$ cat src/rtl/barrett_mm_seq.sv
// rtl/barrett_mm_seq.sv - digit-serial Barrett modular multiplier, Z = (X*Y) mod MOD
module barrett_mm_seq #(
    parameter int N     = 8,
    parameter int DIGIT = 4
) (
    input  logic             CLK,
    input  logic             RST,
    input  logic             START,
    input  logic [N-1:0]     X,
    input  logic [N-1:0]     Y,
    input  logic [N-1:0]     MOD,
    input  logic [DIGIT+4:0] MU,
    output logic             BUSY,
    output logic             DONE,
    output logic             ERR,
    output logic [N-1:0]     Z
);
    localparam int K  = N / DIGIT;
    localparam int CW = (K > 1) ? $clog2(K) : 1;
    // ACC < 2*MOD keeps T below 3*MOD*2^DIGIT, so two guard bits above N+DIGIT suffice
    localparam int TW = N + DIGIT + 2;
    localparam int HW = TW - (N - 2);
    localparam int MW = DIGIT + 5;
    localparam int PW = HW + MW;
    localparam logic [CW-1:0] LAST = CW'(K - 1);

    localparam logic [1:0] S_IDLE = 2'd0;
    localparam logic [1:0] S_RUN  = 2'd1;
    localparam logic [1:0] S_CORR = 2'd2;
    localparam logic [1:0] S_FIN  = 2'd3;

    if ((N % DIGIT) != 0 || DIGIT < 2) begin : g_param_check
        $error("barrett_mm_seq: N must be a multiple of DIGIT and DIGIT >= 2");
    end

    logic [1:0]    state;
    logic [CW-1:0] cnt;
    logic [N-1:0]  x_l;
    logic [N-1:0]  y_l;
    logic [N-1:0]  mod_l;
    logic [MW-1:0] mu_l;
    logic [N:0]    acc;
    logic [N-1:0]  z_r;
    logic          err_r;

    logic [DIGIT-1:0] yd;
    logic [TW-1:0]    t;
    logic [HW-1:0]    t_hi;
    logic [PW-1:0]    prod;
    logic [HW-1:0]    q;
    logic [TW-1:0]    qm;
    logic [N:0]       acc_next;
    logic [N-1:0]     z_sub;

    // One Barrett step: shift in the next multiplier digit, estimate the quotient, subtract
    always_comb begin
        yd       = y_l[N-1 -: DIGIT];
        t        = (TW'(acc) << DIGIT) + TW'(x_l) * TW'(yd);
        t_hi     = HW'(t >> (N - 2));
        prod     = PW'(t_hi) * PW'(mu_l);
        q        = HW'(prod >> MW);
        qm       = TW'(q) * TW'(mod_l);
        acc_next = (N+1)'(t - qm);
        z_sub    = N'(acc - {1'b0, mod_l});
    end

    // Control FSM plus operand latches, accumulator and result registers
    always_ff @(posedge CLK) begin
        if (!RST) begin
            state <= S_IDLE;
            cnt   <= '0;
            x_l   <= '0;
            y_l   <= '0;
            mod_l <= '0;
            mu_l  <= '0;
            acc   <= '0;
            z_r   <= '0;
            err_r <= 1'b0;
        end else begin
            case (state)
                S_IDLE: begin
                    if (START) begin
                        if (MOD[N-1]) begin
                            x_l   <= X;
                            y_l   <= Y;
                            mod_l <= MOD;
                            mu_l  <= MU;
                            acc   <= '0;
                            cnt   <= '0;
                            state <= S_RUN;
                        end else begin
                            // Unnormalised modulus: report straight away, no arithmetic
                            err_r <= 1'b1;
                            z_r   <= '0;
                            state <= S_FIN;
                        end
                    end
                end
                S_RUN: begin
                    acc <= acc_next;
                    y_l <= y_l << DIGIT;
                    cnt <= cnt + CW'(1);
                    if (cnt == LAST) begin
                        state <= S_CORR;
                    end
                end
                S_CORR: begin
                    z_r   <= (acc >= {1'b0, mod_l}) ? z_sub : acc[N-1:0];
                    err_r <= 1'b0;
                    state <= S_FIN;
                end
                default: begin
                    state <= S_IDLE;
                end
            endcase
        end
    end

    assign BUSY = (state != S_IDLE);
    // Gated by reset so a reset landing in the FIN cycle suppresses the pulse
    assign DONE = (state == S_FIN) && RST;
    assign ERR  = err_r;
    assign Z    = z_r;

endmodule

$ cat config.mk
export PLATFORM = sky130hd
export DESIGN_NAME = barrett_mm_seq
export DESIGN_NICKNAME = d
export VERILOG_FILES = /design/src/rtl/barrett_mm_seq.sv
export SDC_FILE = /design/constraint.sdc
export NUM_CORES = 1
export LEC_CHECK = 0
export ABC_CLOCK_PERIOD_IN_PS = 15400
export CAP_MARGIN = 20
export CORE_UTILIZATION = 45
export DETAILED_ROUTE_END_ITERATION = 8
export PLACE_DENSITY = 0.7
export SYNTH_ARGS = -nofsm -noshare
export SYNTH_HDL_FRONTEND = slang
export SYNTH_SLANG_ARGS = --single-unit
$ cat constraint.sdc
create_clock -name CLK -period 15.4 [get_ports CLK]
set_clock_uncertainty 0.15 [all_clocks]
set_input_delay 4.62 -clock CLK [delete_from_list [all_inputs] [get_ports CLK]]
set_output_delay 4.62 -clock CLK [all_outputs]
set_load 0.005 [all_outputs]
==> summary.md <==
| Metric | Value |
|---|---|
| Num ports | `47` |
| Syn_area_per_cell | `8.45 um^2` |
| Total number of vias | `5,755` |
| DIE AREA | `0.0171 mm^2` |
| Worst Hold End | `ERR` |
| Share of cells above drive strength 1 | `2.83%` |
| Critical Path Start Type | `flop` |
| CP max FO | `9` |
| Leakage | `3.96 nW` |
| Synth area leader | `fa_1` |
| R2R Setup Slk | `2.66 ns` |
| Async set-reset flop share out of synthesis | `0%` |
| Power per cell area | `62.8 mW/mm^2` |
| Setup Fix Bufs, Post-CTS | `0` |
| Most used cell, CP | `fa_1` |
| Type of the most critical hold path | `reg -> reg` |
| FF+latch area | `0.00108 mm^2` |
| Final Hold Viols | `0` |
| CTS buffer count | `5` |
| Post-Syn Nets | `1,088` |
| Worst Path Buf+Inv | `7` |
| DRT iter0 DRCs | `182` |
| EDFF count, synth | `0` |
| Worst reg2reg startpoint | `y_l[6]` |
| Synth Warn # | `0` |
| Num rows | `46` |
| Hold path startpoint | `ERR` |
| Slowest cell on the critical path | `xnor2_1` |
| Largest net degree at the start of global routing | `57` |
| Port Buffers | `46` |
| Multi-input gate area | `0.00573 mm^2` |
| Cell count after placement | `1,128` |
| Slew Limit Headroom | `49.0%` |
| Reg2reg path depth | `43` |
| Initial antenna violation count | `0` |
| Slew @ Worst Pin | `0.761 ns` |
| Largest cells by area after synthesis | `fa_1 23%, dfxtp_1 15%, ha_1 14%` |
| Req. time, crit path | `15.50 ns` |
| Mapped Cells | `882` |
| Sequential area share after synthesis | `14.5%` |
| Die H | `131 um` |
| # nets final | `1,125` |
| Die span in x | `131 um` |
| H-tree levels | `2` |
| Sum Neg Setup Slack | `0 ns` |
| Antenna cells | `0` |
| Gr ovfl total | `0` |
| Number of fill cells | `1,597` |
| Clk sinks | `54` |
| Post-Layout Cell Count | `1,136` |
| Clock Path Buffers | `2` |
| Hold path cells | `2` |
| CP peak stage delay | `0.57 ns` |
| DR DRC count | `0` |
| Final Setup Violations | `0` |
| #FFs+latches synth | `54` |
| Final WL | `16,300 um` |
| First-pass GRT wire length | `27,700 um` |
| Status | `completed` |
| Worst setup path class | `reg -> reg` |
| RSZ-0062 raised after global routing | `false` |
| Final min period | `12.74 ns` |
| RR Endpoint | `acc[8]` |
| Core area | `0.0160 mm^2` |
| Crit-path leading delay family | `adder cells` |
| Area Overhead vs Synth | `11.4%` |
| Remaining antenna violation count after routing | `0` |
| PostCTS Resize Cnt | `0` |
| Clock Latency Late Sink | `0.32 ns` |
| Hold Buf Count CTS | `0` |
| Max Cap Violations | `0` |
| Final Cycle Share | `82.8%` |
| CTS tree | `done` |
| Mapped cell area | `0.00745 mm^2` |
| Maximum clock frequency | `0.0785 GHz` |
| Ys flop type | `dfxtp_1` |
| TritonRoute pass-1 iters | `5` |
| DR WL/cell | `14.3 um` |
| Clock-pin slew on the worst setup and hold paths | `0.08 ns` |
| Final Wtd Congestion | `0.851` |
| Clock root buffer | `clkbuf_16` |
| Crit path capture type | `flop` |
| Peak supply drop | `0.0775 mV` |
| DP HPWL | `13,000 um` |
| Initial Util | `46.6%` |
| Post-synth top area share | `22.6%` |
| Count of pins over their slew limit | `0` |
| Tot GR Track Use | `21.0%` |
| Unique masters post-synth | `58` |
| Data arrival time of the critical path | `12.85 ns` |
| Vias/cell | `5.07` |
| Number of global-route vias before repair | `5,693` |
worst min-delay path, stage by stage (launching register included):
cell	delay [ns]
dfxtp_1	0.31
inv_1	0.05
a21oi_1	0.05
layer usage:
layer	track usage (%)	vias to the layer above	wire length, um
met5	0	-	0
met4	4.53	0	199
met3	2.85	13	595
met2	36.3	99	7890
met1	27.8	2759	7590
li1	-	2884	-
flip-flops by register name, indices dropped and copies added, names as in the netlist, 2 cells and up:
register / flops
y_l: 8
state: 2
acc: 9
mod_l: 8
mu_l: 9
Z: 8
x_l: 8
power by group:
group / internal, mW / leakage, nW / total [mW] / switching, mW
combinational: 0.0958 / 3.45 / 0.211 / 0.115
sequential: 0.157 / 0.439 / 0.184 / 0.0270
clock: 0.0624 / 0.0759 / 0.127 / 0.0644
synth_stat cells (2+ instances only):
cell,number
a21o_1,7
a21boi_0,35
a211o_1,3
o41ai_1,3
nor2_1,26
o21ai_0,23
o21a_1,4
xnor2_1,23
clkbuf_1,16
dfxtp_1,54
fa_1,84
xor2_1,6
o211ai_1,2
inv_1,151
nand3_1,11
nand2_1,119
o21bai_1,2
and2_1,108
mux2i_1,14
nor3b_1,2
a211oi_1,2
o211a_1,4
o21ai_1,2
nand2b_1,6
ha_1,86
a32o_1,2
nor3_1,6
nor2b_1,15
xnor3_1,2
buf_1,5
a21oi_1,22
a22oi_1,8
nand4_1,4
cell type report:
class	instances	area share (%)
multi-input cells	655	69.0
flip-flops and latches	54	13.0
inverters	151	6.83
repair buffers	52	6.09
well taps	216	3.25
clock buffers	5	1.51
clock inverters	3	0.347
how the worst max path moves through the flow:
stage | startpoint | end | slack, ns | cells after the start
2_1_floorplan | y_l[7] | acc[8] | 3.70 | 44
3_3_place_gp | y_l[7] | acc[8] | 2.80 | 43
3_5_place_dp | y_l[6] | acc[8] | 2.68 | 43
4_1_cts | y_l[6] | acc[8] | 2.68 | 43
5_1_grt | y_l[6] | acc[8] | 1.85 | 45
6_report | y_l[6] | acc[8] | 2.66 | 43
layout by cell type, fill, tap and decap left out, types with 2 or more instances in the layout:
master and instances:
o41ai_1 3, nor2b_1 15, fa_1 84, clkdlybuf4s50_1 46, a21boi_0 35, o211ai_1 2, nor2_1 26, and2_1 108
mux2i_1 14, nand4_1 4, a21oi_1 22, a211o_1 3, nand3_1 11, buf_4 6, clkinv_4 2, nor3b_1 2
o21ai_0 23, o21bai_1 2, dfxtp_1 54, o21ai_1 2, nand2b_1 6, a22oi_1 8, xor2_1 6, a211oi_1 2
a21o_1 7, xnor2_1 23, o21a_1 4, ha_1 86, xnor3_1 2, nor3_1 5, a32o_1 2, nand2_1 119
inv_1 151, clkbuf_16 5, o211a_1 4
metrics by stage:
stage	power [mW]	hold slack (ns)	setup slack, ns	instance area [um^2]	util [%]
global route	0.560	0.356	1.85	8300	51.9
CTS	0.527	0.306	2.68	8300	51.9
floorplan	0.329	0.288	3.70	7450	-
finish	0.522	0.301	2.66	8300	51.9
detailed placement	0.398	0.294	2.68	8150	50.9
global placement	0.396	0.284	2.80	8150	50.9
kinds of logic (layout without fill, tap and decap cells):
family | Yosys count | after routing | synth area share, %
AO/OA/AOI/OAI | 132 | 132 | 12.6
AND/OR/NAND/NOR | 307 | 307 | 21.1
buffers and inverters | 173 | 211 | 8.73
flip-flops | 54 | 54 | 14.5
multiplexers | 14 | 14 | 1.88
XOR/XNOR | 32 | 32 | 4.23
adder cells (fa/ha/maj) | 170 | 170 | 37.0
No activity file was read; power rests on OpenSTA's default activity.
